File: src/rtl/ram_pipe.sv
// Single-port RAM with valid/ready requests, a registered read pipe
// of RD_LAT stages and a full-array clear sequencer.
module ram_pipe #(
    parameter int          DATA_W  = 16,
    parameter int          ADDR_W  = 8,
    parameter int          RD_LAT  = 1,
    parameter int          CLR_EN  = 1,
    parameter logic [DATA_W-1:0] CLR_VAL = '0
) (
    input  logic              clk,
    input  logic              rst,
    input  logic              req_valid,
    output logic              req_ready,
    input  logic              req_we,
    input  logic [ADDR_W-1:0] req_addr,
    input  logic [DATA_W-1:0] req_wdata,
    output logic              rsp_valid,
    output logic [DATA_W-1:0] rsp_rdata,
    input  logic              clr_start,
    output logic              busy
);

    localparam int DEPTH = 1 << ADDR_W;

    if (RD_LAT < 1 || RD_LAT > 4) begin : g_lat_chk
        $error("ram_pipe: RD_LAT must be in 1..4");
    end

    typedef enum logic {
        S_RUN,
        S_CLEAR
    } state_e;

    state_e              state_q, state_d;
    logic [ADDR_W-1:0]   clr_cnt_q, clr_cnt_d;
    logic [DATA_W-1:0]   mem [DEPTH];
    logic [RD_LAT-1:0]   vld_q, vld_d;
    logic [DATA_W-1:0]   dat_q [RD_LAT];
    logic [DATA_W-1:0]   dat_d [RD_LAT];
    logic                accept;

    always_ff @(posedge clk) begin
        if (!rst) begin
            state_q   <= (CLR_EN != 0) ? S_CLEAR : S_RUN;
            clr_cnt_q <= '0;
        end else begin
            state_q   <= state_d;
            clr_cnt_q <= clr_cnt_d;
        end
    end

    always_comb begin
        state_d   = state_q;
        clr_cnt_d = clr_cnt_q;
        unique case (state_q)
            S_RUN: begin
                if (clr_start) begin
                    state_d   = S_CLEAR;
                    clr_cnt_d = '0;
                end
            end
            S_CLEAR: begin
                clr_cnt_d = clr_cnt_q + 1'b1;
                if (clr_cnt_q == '1) state_d = S_RUN;
            end
        endcase
    end

    always_comb begin
        req_ready = (state_q == S_RUN);
        busy      = (state_q == S_CLEAR);
    end

    assign accept = req_valid && req_ready;

    // Storage is never reset; writes are held off while rst is asserted.
    always_ff @(posedge clk) begin
        if (rst) begin
            if (busy) begin
                mem[clr_cnt_q] <= CLR_VAL;
            end else if (accept && req_we) begin
                mem[req_addr] <= req_wdata;
            end
        end
    end

    // Data regs load only with their valid, so the last stage holds its value.
    always_comb begin
        vld_d[0] = accept && !req_we;
        dat_d[0] = vld_d[0] ? mem[req_addr] : dat_q[0];
        for (int i = 1; i < RD_LAT; i++) begin
            vld_d[i] = vld_q[i-1];
            dat_d[i] = vld_q[i-1] ? dat_q[i-1] : dat_q[i];
        end
    end

    always_ff @(posedge clk) begin
        if (!rst) begin
            vld_q <= '0;
            for (int i = 0; i < RD_LAT; i++) begin
                dat_q[i] <= '0;
            end
        end else begin
            vld_q <= vld_d;
            dat_q <= dat_d;
        end
    end

    assign rsp_valid = vld_q[RD_LAT-1];
    assign rsp_rdata = dat_q[RD_LAT-1];

endmodule

File: config.mk
export PLATFORM = sky130hd
export DESIGN_NAME = ram_pipe
export DESIGN_NICKNAME = d
export VERILOG_FILES = /design/src/rtl/ram_pipe.sv
export SDC_FILE = /design/constraint.sdc
export NUM_CORES = 2
export LEC_CHECK = 0
export CAP_MARGIN = 20
export CELL_PAD_IN_SITES_DETAIL_PLACEMENT = 1
export CELL_PAD_IN_SITES_GLOBAL_PLACEMENT = 1
export CORE_UTILIZATION = 34
export CTS_BUF_LIST = sky130_fd_sc_hd__clkbuf_4 sky130_fd_sc_hd__clkbuf_8
export DETAILED_ROUTE_END_ITERATION = 7
export GPL_TIMING_DRIVEN = 0
export HOLD_SLACK_MARGIN = 0.03
export PLACE_DENSITY = 0.57
export SLEW_MARGIN = 20
export SYNTH_ARGS = -nofsm -noshare
export SYNTH_HDL_FRONTEND = slang
export SYNTH_SLANG_ARGS = --single-unit
File: constraint.sdc
create_clock -name clk -period 5.69 [get_ports clk]
set_input_delay 0.8535 -clock clk [delete_from_list [all_inputs] [get_ports clk]]
set_output_delay 0.8535 -clock clk [all_outputs]
set_load 0.005 [all_outputs]
==> impl_metrics.py <==
metrics = {
    "floorplan": {
        "fp-row-count": 250,
        "core_mm2": 0.464,
        "die-area_mm2": 0.469,
        "io_pins": 48,
        "die-height_um": 685,
        "initial_utilization": 0.342,
        "fp.dieW_um": 685,
    },
    "yosys": {
        "yosysSeqAreaShare": 0.778,
        "avgSynthCellArea_um2": 21.2,
        "synthFlopType": "edfxtp_1",
        "synthCells": 7488,
        "netlist_area_mm2": 0.159,
        "async_flop_share": 0,
        "ys_seq_elements": 4122,
        "synth_edf_count": 4096,
        "ys_types": 65,
        "yosysWarnings": 0,
        "synth_nets": 7518,
    },
    "sta": {
        "rsz0062_at_grt": "no",
        "setup_viol": 0,
        "period_share": 0.991,
        "relSlewSlack": 0.173,
        "fmax_mhz": 177,
        "layout_min_cycle_time_ns": 5.64,
        "setup_ws_ns": 0.0497,
        "slew_violations": 0,
        "clock_skew_ns": 0.0648,
        "final-hold-violation-count": 0,
        "tightest_slew_ns": 1.24,
        "setup_tns_ns": 0,
    },
    "critical_path": {
        "crit_start": "req_addr[2]",
        "worstSetupPathType": "in -> reg",
        "cp.arrival_ns": 6.57,
        "cp_max_fo": 10,
        "required_ns": 6.62,
        "crit_path_end": "mem[210][12]",
        "r2r_end": "mem[184][10]",
        "reg2reg_from": "busy",
        "ff2ff_path_depth": 10,
        "reg2reg_slack_ns": 0.08,
        "crit_path_end_kind": "flip-flop",
        "critPathLaunchType": "input port",
    },
    "drt": {
        "ant_nets": 0,
        "routed_wl_um": 507000,
        "vias": 83057,
        "drc_errors": 0,
        "first_pass_iters": 7,
        "drtIter0Drc": 8949,
        "wire_per_inst_um": 33.3,
        "viasPerCell": 5.46,
    },
    "layout": {
        "mostFrequentLayoutCells": "edfxtp_1, mux4_2, clkbuf_8, mux2i_1, nor2_2",
        "final_common_cell": "edfxtp_1",
        "fin_nets": 8546,
        "layout-drive-gt1-share": 0.318,
        "area_growth_pct": 16.9,
    },
    "power": {
        "seqPwrFrac": 0.546,
        "p_sw_uw": 13500,
        "intPower_uw": 46700,
        "swShare": 0.224,
        "clkPwrFrac": 0.420,
        "powerDensity_mw_per_mm2": 325,
        "ir_drop_mv": 0.231,
        "comb_power_share": 0.033,
        "leakage_uw": 0.0519,
    },
    "global_routing": {
        "grt_pass1_wl_um": 696000,
        "grt_pass1_vias": 86283,
        "grt_max_degree": 75,
        "antenna_found_initial": 49,
        "grt.total_usage": 0.211,
        "grt.overflow.total": 0,
    },
    "cts": {
        "clkTransAtPathRegs_ns": 0.06,
        "numCtsBuffers": 671,
        "clockBufferDepth": 4,
        "post_cts.repair.setup_buffers": 0,
        "cts_sinks": 4122,
        "htreeDepth": 6,
        "clock_latency_ns": 1.27,
        "tritoncts": "yes",
        "root_buffer": "clkbuf_8",
    },
    "placement": {
        "io_buffer_count": 46,
        "dp_hpwl_um": 355000,
        "place_ws_ns": -1.19,
        "place.gp.congestion": 0.902,
    },
    "flow_run": {
        "max-cap-violations": 0,
    },
    "hold_path": {
        "hold_path.class": "in -> reg",
    },
    "status": {
        "status": "finished clean",
    },
}
## power groups by stage
| stage | clock network (µW) | registers, µW | logic [µW] |
|---|---|---|---|
| final | 25300 | 32900 | 2020 |
| after global placement | 0 | 33500 | 1980 |
| after global routing | 26900 | 32900 | 2070 |
| after detailed placement | 0 | 33500 | 2020 |
| after CTS | 25800 | 32900 | 2020 |
| after floorplan | 0 | 33500 | 1090 |
## layer usage
| metal | wire length [µm] | vias up | GRT usage |
|---|---|---|---|
| li1 | - | 33717 | - |
| met1 | 207000 | 45171 | 0.279 |
| met2 | 241000 | 3319 | 0.343 |
| met3 | 35900 | 844 | 0.0415 |
| met4 | 22900 | 6 | 0.0870 |
| met5 | 41 | - | 0 |
## kinds of logic (layout without fill, tap and decap cells)
family | after synthesis | count (layout) | share of synthesized area
AO/OA/AOI/OAI | 765 | 765 | 0.0345
adder cells (fa/ha/maj) | 1 | 1 | 0.0000788
buffers and inverters | 461 | 2009 | 0.0163
flip-flops | 4122 | 4122 | 0.778
multiplexers | 1343 | 1343 | 0.146
other | 0 | 12 | 0
AND/OR/NAND/NOR | 796 | 796 | 0.0242
## worst min path at each step
stage,from,to,slack (ns),cells past startpoint
global route,req_wdata[5],mem[108][5],0.28,2
detailed placement,clr_cnt_q[3],clr_cnt_q[3],0.58,2
global placement,clr_cnt_q[3],clr_cnt_q[3],0.57,2
floorplan,rsp_rdata[0],rsp_rdata[0],0.47,2
finish,req_wdata[5],mem[108][5],0.37,2
CTS,req_wdata[5],mem[108][5],0.24,2
## critical path: stages
cell	delay (ns)
clkdlybuf4s50_1	0.65
buf_2	0.40
buf_2	0.37
nor2_4	0.72
buf_2	0.59
nand2_1	0.13
o31ai_2	0.28
nand3_2	0.89
clkbuf_4	0.76
nor2_2	0.61
buf_8	0.22
## sequential cells by signal, indices dropped and copies added (netlist names)
name,cells
rsp_valid,1
rsp_rdata,16
mem,4096
clr_cnt_q,8
busy,1
## Yosys cell counts, types with 3 or more instances
library cell / count / area share
a221oi_1: 33 / 0.0018
and3_1: 38 / 0.0015
a31o_1: 10 / 0.00055
nand4b_1: 16 / 0.00088
dfxtp_1: 26 / 0.0033
edfxtp_1: 4096 / 0.78
nand3b_1: 12 / 0.00057
buf_6: 46 / 0.0033
buf_1: 18 / 0.00043
nor4bb_1: 3 / 0.00019
a211oi_1: 33 / 0.0016
nand4_1: 52 / 0.0021
or2_2: 3 / 0.00012
buf_2: 145 / 0.0046
mux2i_1: 418 / 0.026
nor3_1: 48 / 0.0015
o31ai_1: 18 / 0.00085
clkbuf_1: 167 / 0.0040
nand2_1: 133 / 0.0031
nand3_1: 69 / 0.0022
mux2_2: 158 / 0.011
nor2_1: 341 / 0.0081
and4b_1: 3 / 0.00019
a31o_2: 6 / 0.00033
a22oi_1: 193 / 0.0091
or3_1: 4 / 0.00016
nand2b_1: 7 / 0.00028
o211ai_1: 16 / 0.00076
inv_1: 4 / 0.000095
o21ai_0: 46 / 0.0015
buf_4: 78 / 0.0037
nand3_2: 5 / 0.00032
nor2b_1: 6 / 0.00024
a22o_1: 32 / 0.0018
mux4_2: 767 / 0.11
and2_1: 21 / 0.00083
or4_1: 16 / 0.00076
a21oi_1: 96 / 0.0030
o22ai_1: 145 / 0.0057
and4_1: 3 / 0.00017
o221ai_1: 127 / 0.0070
## what timing repair did
| action | in CTS | in global routing |
|---|---|---|
| hold buffers | 0 | 0 |
| gates resized for setup | 6 | 0 |
| endpoints found under the setup margin | 194 | 0 |
## per-stage QoR
stage | instance area (µm²) | utilization | total power [µW] | hold WS (ns) | cells
2_1_floorplan | 159000 | - | 34600 | 0.467 | 7488
3_3_place_gp | 167000 | 0.359 | 35500 | 0.575 | 13708
3_5_place_dp | 172000 | 0.372 | 35600 | 0.582 | 14016
4_1_cts | 185000 | 0.399 | 60700 | 0.235 | 15209
5_1_grt | 185000 | 0.399 | 61900 | 0.276 | 15215
6_report | 185000 | 0.399 | 60200 | 0.372 | 15222
## layout make-up
class                   count  area, µm²
diodes                     12       30.0
multi-input cells        2905      33400
fillers                 44438     279000
inverters                   4       15.0
repair buffers            355       5230
well taps                6174       7720
plain buffers             457       2620
clock buffers             909      11100
clock inverters           284       1750
flip-flops and latches   4122     124000
(Power assumes the default switching activity.)
